<file path="config.mk">
export PLATFORM = sky130hd
export DESIGN_NAME = mc_datapath
export DESIGN_NICKNAME = d
export VERILOG_FILES = /design/src/rtl/mips_pkg.sv /design/src/rtl/regfile.sv /design/src/rtl/mc_datapath.sv
export SDC_FILE = /design/constraint.sdc
export NUM_CORES = 2
export LEC_CHECK = 0
export ABC_CLOCK_PERIOD_IN_PS = 6300
export CAP_MARGIN = 20
export CORE_ASPECT_RATIO = 1.25
export CORE_MARGIN = 8
export CORE_UTILIZATION = 55
export CTS_BUF_LIST = sky130_fd_sc_hd__clkbuf_2
export DETAILED_ROUTE_END_ITERATION = 10
export PLACE_DENSITY = 0.75
export SLEW_MARGIN = 40
export SYNTH_ARGS = -nofsm -noshare
export SYNTH_HDL_FRONTEND = slang
export SYNTH_HIERARCHICAL = 1
export SYNTH_SLANG_ARGS = --single-unit
export TNS_END_PERCENT = 20
</file>
<file path="constraint.sdc">
create_clock -name clk -period 6.3 [get_ports clk]
set_input_delay 1.26 -clock clk [delete_from_list [all_inputs] [get_ports clk]]
set_output_delay 1.26 -clock clk [all_outputs]
set_load 0.005 [all_outputs]
</file>
<file path="src/rtl/mips_pkg.sv">
// Shared encodings for the multicycle MIPS controller and datapath.
package mips_pkg;

    localparam logic [5:0] OP_RTYPE = 6'b000000;
    localparam logic [5:0] OP_LW    = 6'b100011;
    localparam logic [5:0] OP_SW    = 6'b101011;
    localparam logic [5:0] OP_BEQ   = 6'b000100;
    localparam logic [5:0] OP_ADDI  = 6'b001000;
    localparam logic [5:0] OP_J     = 6'b000010;

    localparam logic [5:0] FUNCT_ADD = 6'b100000;
    localparam logic [5:0] FUNCT_SUB = 6'b100010;
    localparam logic [5:0] FUNCT_AND = 6'b100100;
    localparam logic [5:0] FUNCT_OR  = 6'b100101;
    localparam logic [5:0] FUNCT_SLT = 6'b101010;

    localparam logic [1:0] SRCB_REG   = 2'b00;
    localparam logic [1:0] SRCB_FOUR  = 2'b01;
    localparam logic [1:0] SRCB_IMM   = 2'b10;
    localparam logic [1:0] SRCB_IMMSH = 2'b11;

    localparam logic [1:0] PC_ALU    = 2'b00;
    localparam logic [1:0] PC_ALUOUT = 2'b01;
    localparam logic [1:0] PC_JUMP   = 2'b10;
    localparam logic [1:0] PC_HOLD   = 2'b11;

    localparam logic [2:0] ALU_AND = 3'b000;
    localparam logic [2:0] ALU_OR  = 3'b001;
    localparam logic [2:0] ALU_ADD = 3'b010;
    localparam logic [2:0] ALU_SUB = 3'b110;
    localparam logic [2:0] ALU_SLT = 3'b111;

endpackage

</file>
<file path="src/rtl/regfile.sv">
// 32-entry register file: two combinational read ports, one synchronous write port.
// Register 0 reads as zero and ignores writes.
module regfile #(
    parameter int unsigned WIDTH = 32
) (
    input  logic             clk,
    input  logic             we3,
    input  logic [4:0]       a1,
    input  logic [4:0]       a2,
    input  logic [4:0]       a3,
    input  logic [WIDTH-1:0] wd3,
    output logic [WIDTH-1:0] rd1,
    output logic [WIDTH-1:0] rd2
);

    logic [WIDTH-1:0] rf_q [32];
    logic [WIDTH-1:0] rf_d [32];

    always_comb begin
        rf_d = rf_q;
        if (we3 && (a3 != 5'd0)) begin
            rf_d[a3] = wd3;
        end
    end

    // Contents are deliberately not reset.
    always_ff @(posedge clk) begin
        rf_q <= rf_d;
    end

    // Reads see the pre-edge contents, so a same-cycle write is not forwarded.
    assign rd1 = (a1 == 5'd0) ? '0 : rf_q[a1];
    assign rd2 = (a2 == 5'd0) ? '0 : rf_q[a2];

endmodule

</file>
<file path="src/rtl/mc_datapath.sv">
// Multicycle MIPS datapath: PC/IR/MDR/A/B/ALUOut, register file, ALU and operand muxes.
// Driven each cycle by the main control FSM's control word.
module mc_datapath
    import mips_pkg::*;
#(
    parameter int unsigned     WIDTH    = 32,
    parameter logic [WIDTH-1:0] RESET_PC = '0
) (
    input  logic             clk,
    input  logic             reset,
    input  logic             pcwrite,
    input  logic             branch,
    input  logic             iord,
    input  logic             irwrite,
    input  logic             regdst,
    input  logic             regwrite,
    input  logic             memtoreg,
    input  logic             alusrca,
    input  logic [1:0]       alusrcb,
    input  logic [1:0]       pcsrc,
    input  logic [2:0]       alucontrol,
    input  logic [WIDTH-1:0] readdata,
    output logic [WIDTH-1:0] adr,
    output logic [WIDTH-1:0] writedata,
    output logic [5:0]       op,
    output logic [5:0]       funct,
    output logic             zero
);

    logic [WIDTH-1:0] pc_q, pc_d;
    logic [WIDTH-1:0] ir_q, ir_d;
    logic [WIDTH-1:0] mdr_q, mdr_d;
    logic [WIDTH-1:0] a_q, a_d;
    logic [WIDTH-1:0] b_q, b_d;
    logic [WIDTH-1:0] aluout_q, aluout_d;

    logic [WIDTH-1:0] rd1, rd2, wd3;
    logic [WIDTH-1:0] signimm, srca, srcb, aluresult, pcnext;
    logic [4:0]       a3;
    logic             pcen;

    assign signimm = {{(WIDTH-16){ir_q[15]}}, ir_q[15:0]};
    assign srca    = alusrca ? a_q : pc_q;

    always_comb begin
        srcb = b_q;
        case (alusrcb)
            SRCB_REG:   srcb = b_q;
            SRCB_FOUR:  srcb = WIDTH'(4);
            SRCB_IMM:   srcb = signimm;
            SRCB_IMMSH: srcb = {signimm[WIDTH-3:0], 2'b00};
            default:    srcb = b_q;
        endcase
    end

    // Arithmetic wraps silently; unlisted codes produce zero.
    always_comb begin
        aluresult = '0;
        case (alucontrol)
            ALU_ADD: aluresult = srca + srcb;
            ALU_SUB: aluresult = srca - srcb;
            ALU_AND: aluresult = srca & srcb;
            ALU_OR:  aluresult = srca | srcb;
            ALU_SLT: aluresult = {{(WIDTH-1){1'b0}}, ($signed(srca) < $signed(srcb))};
            default: aluresult = '0;
        endcase
    end

    assign zero = (aluresult == '0);
    assign pcen = pcwrite | (branch & zero);

    always_comb begin
        pcnext = pc_q;
        case (pcsrc)
            PC_ALU:    pcnext = aluresult;
            PC_ALUOUT: pcnext = aluout_q;
            PC_JUMP:   pcnext = {pc_q[WIDTH-1:28], ir_q[25:0], 2'b00};
            default:   pcnext = pc_q;
        endcase
    end

    always_comb begin
        pc_d     = pcen ? pcnext : pc_q;
        ir_d     = irwrite ? readdata : ir_q;
        mdr_d    = readdata;
        a_d      = rd1;
        b_d      = rd2;
        aluout_d = aluresult;
    end

    always_ff @(posedge clk) begin
        if (!reset) begin
            pc_q     <= RESET_PC;
            ir_q     <= '0;
            mdr_q    <= '0;
            a_q      <= '0;
            b_q      <= '0;
            aluout_q <= '0;
        end else begin
            pc_q     <= pc_d;
            ir_q     <= ir_d;
            mdr_q    <= mdr_d;
            a_q      <= a_d;
            b_q      <= b_d;
            aluout_q <= aluout_d;
        end
    end

    assign a3  = regdst ? ir_q[15:11] : ir_q[20:16];
    assign wd3 = memtoreg ? mdr_q : aluout_q;

    // A reset edge aborts the instruction, including any pending write-back.
    regfile #(
        .WIDTH (WIDTH)
    ) u_regfile (
        .clk (clk),
        .we3 (regwrite & reset),
        .a1  (ir_q[25:21]),
        .a2  (ir_q[20:16]),
        .a3  (a3),
        .wd3 (wd3),
        .rd1 (rd1),
        .rd2 (rd2)
    );

    assign adr       = iord ? aluout_q : pc_q;
    assign writedata = b_q;
    assign op        = ir_q[31:26];
    assign funct     = ir_q[5:0];

endmodule

</file>
==> impl_metrics.env <==
export IMPL_status="finished, violations left"
export IMPL_violations="negative setup slack"
export IMPL_fin_ws_ns=-0.684
export IMPL_viasPerCell=6.83
export IMPL_grt_total_usage=0.341
export IMPL_detail_route_antenna_nets=0
export IMPL_required_ns=5.04
export IMPL_clock_tree_htree_level_count=5
export IMPL_gp_congestion=1.01
export IMPL_ir_worst_vdd_uv=166
export IMPL_synth_area_sq_um=61500
export IMPL_cts_buffers=297
export IMPL_totalWireLength_mm=214
export IMPL_syn_to_final_growth_pct=16.6
export IMPL_stdcell_area_sq_um=71700
export IMPL_tightest_slew_ns=1.04
export IMPL_slew_headroom=0.310
export IMPL_rows=137
export IMPL_die_w_um=315
export IMPL_synth_area_leaders="edfxtp_1, mux4_2, dfxtp_1, mux2i_1, mux2_2"
export IMPL_synth_distinct_cells=98
export IMPL_antenna_found_initial=11
export IMPL_initial_core_util=0.553
export IMPL_endpoint_kind="output pin"
export IMPL_routed_via_count=44480
export IMPL_drcViolationCount=0
export IMPL_ys_seq_area_frac=0.562
export IMPL_drv_slew=0
export IMPL_finalHoldViolCount=0
export IMPL_cts_tree="yes"
export IMPL_ys_ff_latch=1216
export IMPL_path_class="in2out"
export IMPL_max_cap_violations=0
export IMPL_root_buffer="clkbuf_2"
export IMPL_placed_area_sq_um=68200
export IMPL_drt_first_pass_iters=6
export IMPL_avgSynthCellArea_sq_um=14.9
export IMPL_hold_slack_ns=0.247
export IMPL_yosys_warnings=6
export IMPL_rsz0062_at_grt="yes"
export IMPL_synthArstFlopShare=0
export IMPL_cp_arrival_ns=5.72
export IMPL_dpl_hpwl_mm=142
export IMPL_finalSetupTns_ns=-0.684
export IMPL_synth_flop_cell="edfxtp_1"
export IMPL_layout_min_cycle_time_ns=6.98
export IMPL_synth_cells=4129
export IMPL_wl_per_cell_um=32.8
export IMPL_synth_edff_count=1024
export IMPL_startpoint_type="input pin"
export IMPL_drive_gt1_frac=0.351
export IMPL_cellPowerDensity_nw_per_um2=249
export IMPL_grt_pass1_vias=44957
export IMPL_dp_slack_ns=-1.36
export IMPL_core_area_sq_um=111000
export IMPL_path_clk_slew_ns=0.10
export IMPL_nets=5015
export IMPL_p_total_mw=17.9
export IMPL_fin_skew_ns=0.252
export IMPL_dp_cells=5987
export IMPL_fmax_mhz=143
export IMPL_cts_sinks=1216
export IMPL_grt_pass1_wl_mm=302
export IMPL_die_area_sq_um=123000
export IMPL_first_iter_violations=6186
export IMPL_io_buffers=125
export IMPL_dieHeight_um=390
export IMPL_fin_cells=6516
export IMPL_cts_buffer_depth=4
export IMPL_grt_overflow_total=0
export IMPL_clkLatencyLatePin_ns=1.62
export IMPL_grt_max_degree=99
export IMPL_hold_class="in2reg"
export IMPL_finalCoreUtilization=0.645
export IMPL_cp_max_fo=13
export IMPL_post_route_period_util=1.11
export IMPL_synth_top_area_cell="edfxtp_1"
export IMPL_io_pins=126
export IMPL_synth_top_area_frac=0.500
export IMPL_p_leak_nw=25.1
export IMPL_finalSetupViolCount=1
## sequential cells by signal, indices dropped and copies added, names as in the netlist
register,flops
ir_q,32
pc_q,32
aluout_q,32
u_regfile/rf_q,1024
a_q,32
writedata,32
mdr_q,32
## what timing repair did
| action | 4_1_cts | 5_1_grt |
|---|---|---|
| pin swaps | 29 | 21 |
| hold buffers | 3 | 0 |
| gates resized for setup | 111 | 45 |
| buffers inserted | 11 | 9 |
| setup endpoints to repair | 1 | 1 |
| hold endpoints to repair | 14 | 0 |
| cloned | 0 | 1 |
## cells in the mapped netlist, types with 76 or more instances
cell and count:
a21oi_1 127, a22o_1 76, and2_1 136, clkbuf_1 179, dfxtp_1 192, edfxtp_1 1024, ha_1 109, inv_1 97
mux2_2 149, mux2i_1 331, mux4_2 401, nand2_1 118, nor2_1 169
## path summary, 6_finish.rpt
kind	end	depth (start not counted)	slack [ns]	startpoint
worst min-delay path	mdr_q[1]$_SDFF_PN0_	2	0.25	readdata[1]
worst max register to register	pc_q[9]$_SDFFE_PN0P_	19	1.50	pc_q[0]$_SDFFE_PN0P_
worst min register to register	pc_q[14]$_SDFFE_PN0P_	2	0.48	pc_q[14]$_SDFFE_PN0P_
worst max-delay path	zero	17	-0.68	alusrcb[0]
## final cells by class
| type | instances | area [sq um] |
|---|---|---|
| Clock inverter | 106 | 633 |
| Inverter | 101 | 379 |
| Clock buffer | 386 | 1930 |
| Fill cell | 8023 | 39500 |
| Sequential cell | 1216 | 34600 |
| Antenna cell | 9 | 22.5 |
| Timing Repair Buffer | 734 | 6370 |
| Multi-Input combinational cell | 2505 | 25900 |
| Tap cell | 1459 | 1830 |
## logic make-up after synthesis
group,count (synthesis),share of synthesized area
adders and majority gates,111,0.0228
buffers and inverters,439,0.0338
other,1,0.0000609
muxes,881,0.228
and+or+nand+nor,713,0.0610
AOI/OAI and AO/OA,758,0.0909
xor gates and xnor gates,10,0.00142
DFF,1216,0.562
## layout by cell type (no fill, tap or decap), types with 34 or more instances in the layout
| master | instances |
|---|---|
| o21ai_0 | 41 |
| clkinv_1 | 81 |
| o22ai_1 | 57 |
| a211oi_1 | 62 |
| a2111oi_0 | 34 |
| mux2i_1 | 330 |
| nor2b_1 | 50 |
| inv_1 | 94 |
| nor2_4 | 36 |
| dfxtp_1 | 174 |
| nand2_1 | 116 |
| clkbuf_2 | 386 |
| clkdlybuf4s50_1 | 117 |
| mux4_2 | 401 |
| a22o_1 | 75 |
| nor3_1 | 65 |
| a21oi_1 | 114 |
| o221ai_1 | 38 |
| buf_4 | 557 |
| and2_1 | 134 |
| a22oi_1 | 65 |
| ha_1 | 88 |
| mux2_2 | 146 |
| edfxtp_1 | 1024 |
| nor2_1 | 127 |
## power by group
part           switching, mW  internal [mW]
logic                   2.08           1.60
registers              0.168           8.95
clock network           3.06           2.00
## worst max-delay path, stage by stage
cell	delay, ns
clkdlybuf4s50_1	0.52
buf_12	0.17
mux2_2	0.35
a22o_1	0.21
ha_1	0.39
buf_4	0.21
a21oi_1	0.31
o21ai_1	0.25
a21oi_1	0.44
and3b_1	0.23
a21oi_1	0.07
mux2_2	0.22
o22ai_1	0.08
or4_1	0.54
nor2_2	0.16
and2_4	0.20
buf_6	0.10
## routing by layer
layer  up-vias  GRT usage  wire length, um
met5         -          0               34
met3       843     0.0794            26000
met4         2      0.228            16200
met1     21951      0.403            69400
li1      18270          -                -
met2      3414      0.555           102000
No activity file was read; power rests on OpenSTA's default activity.
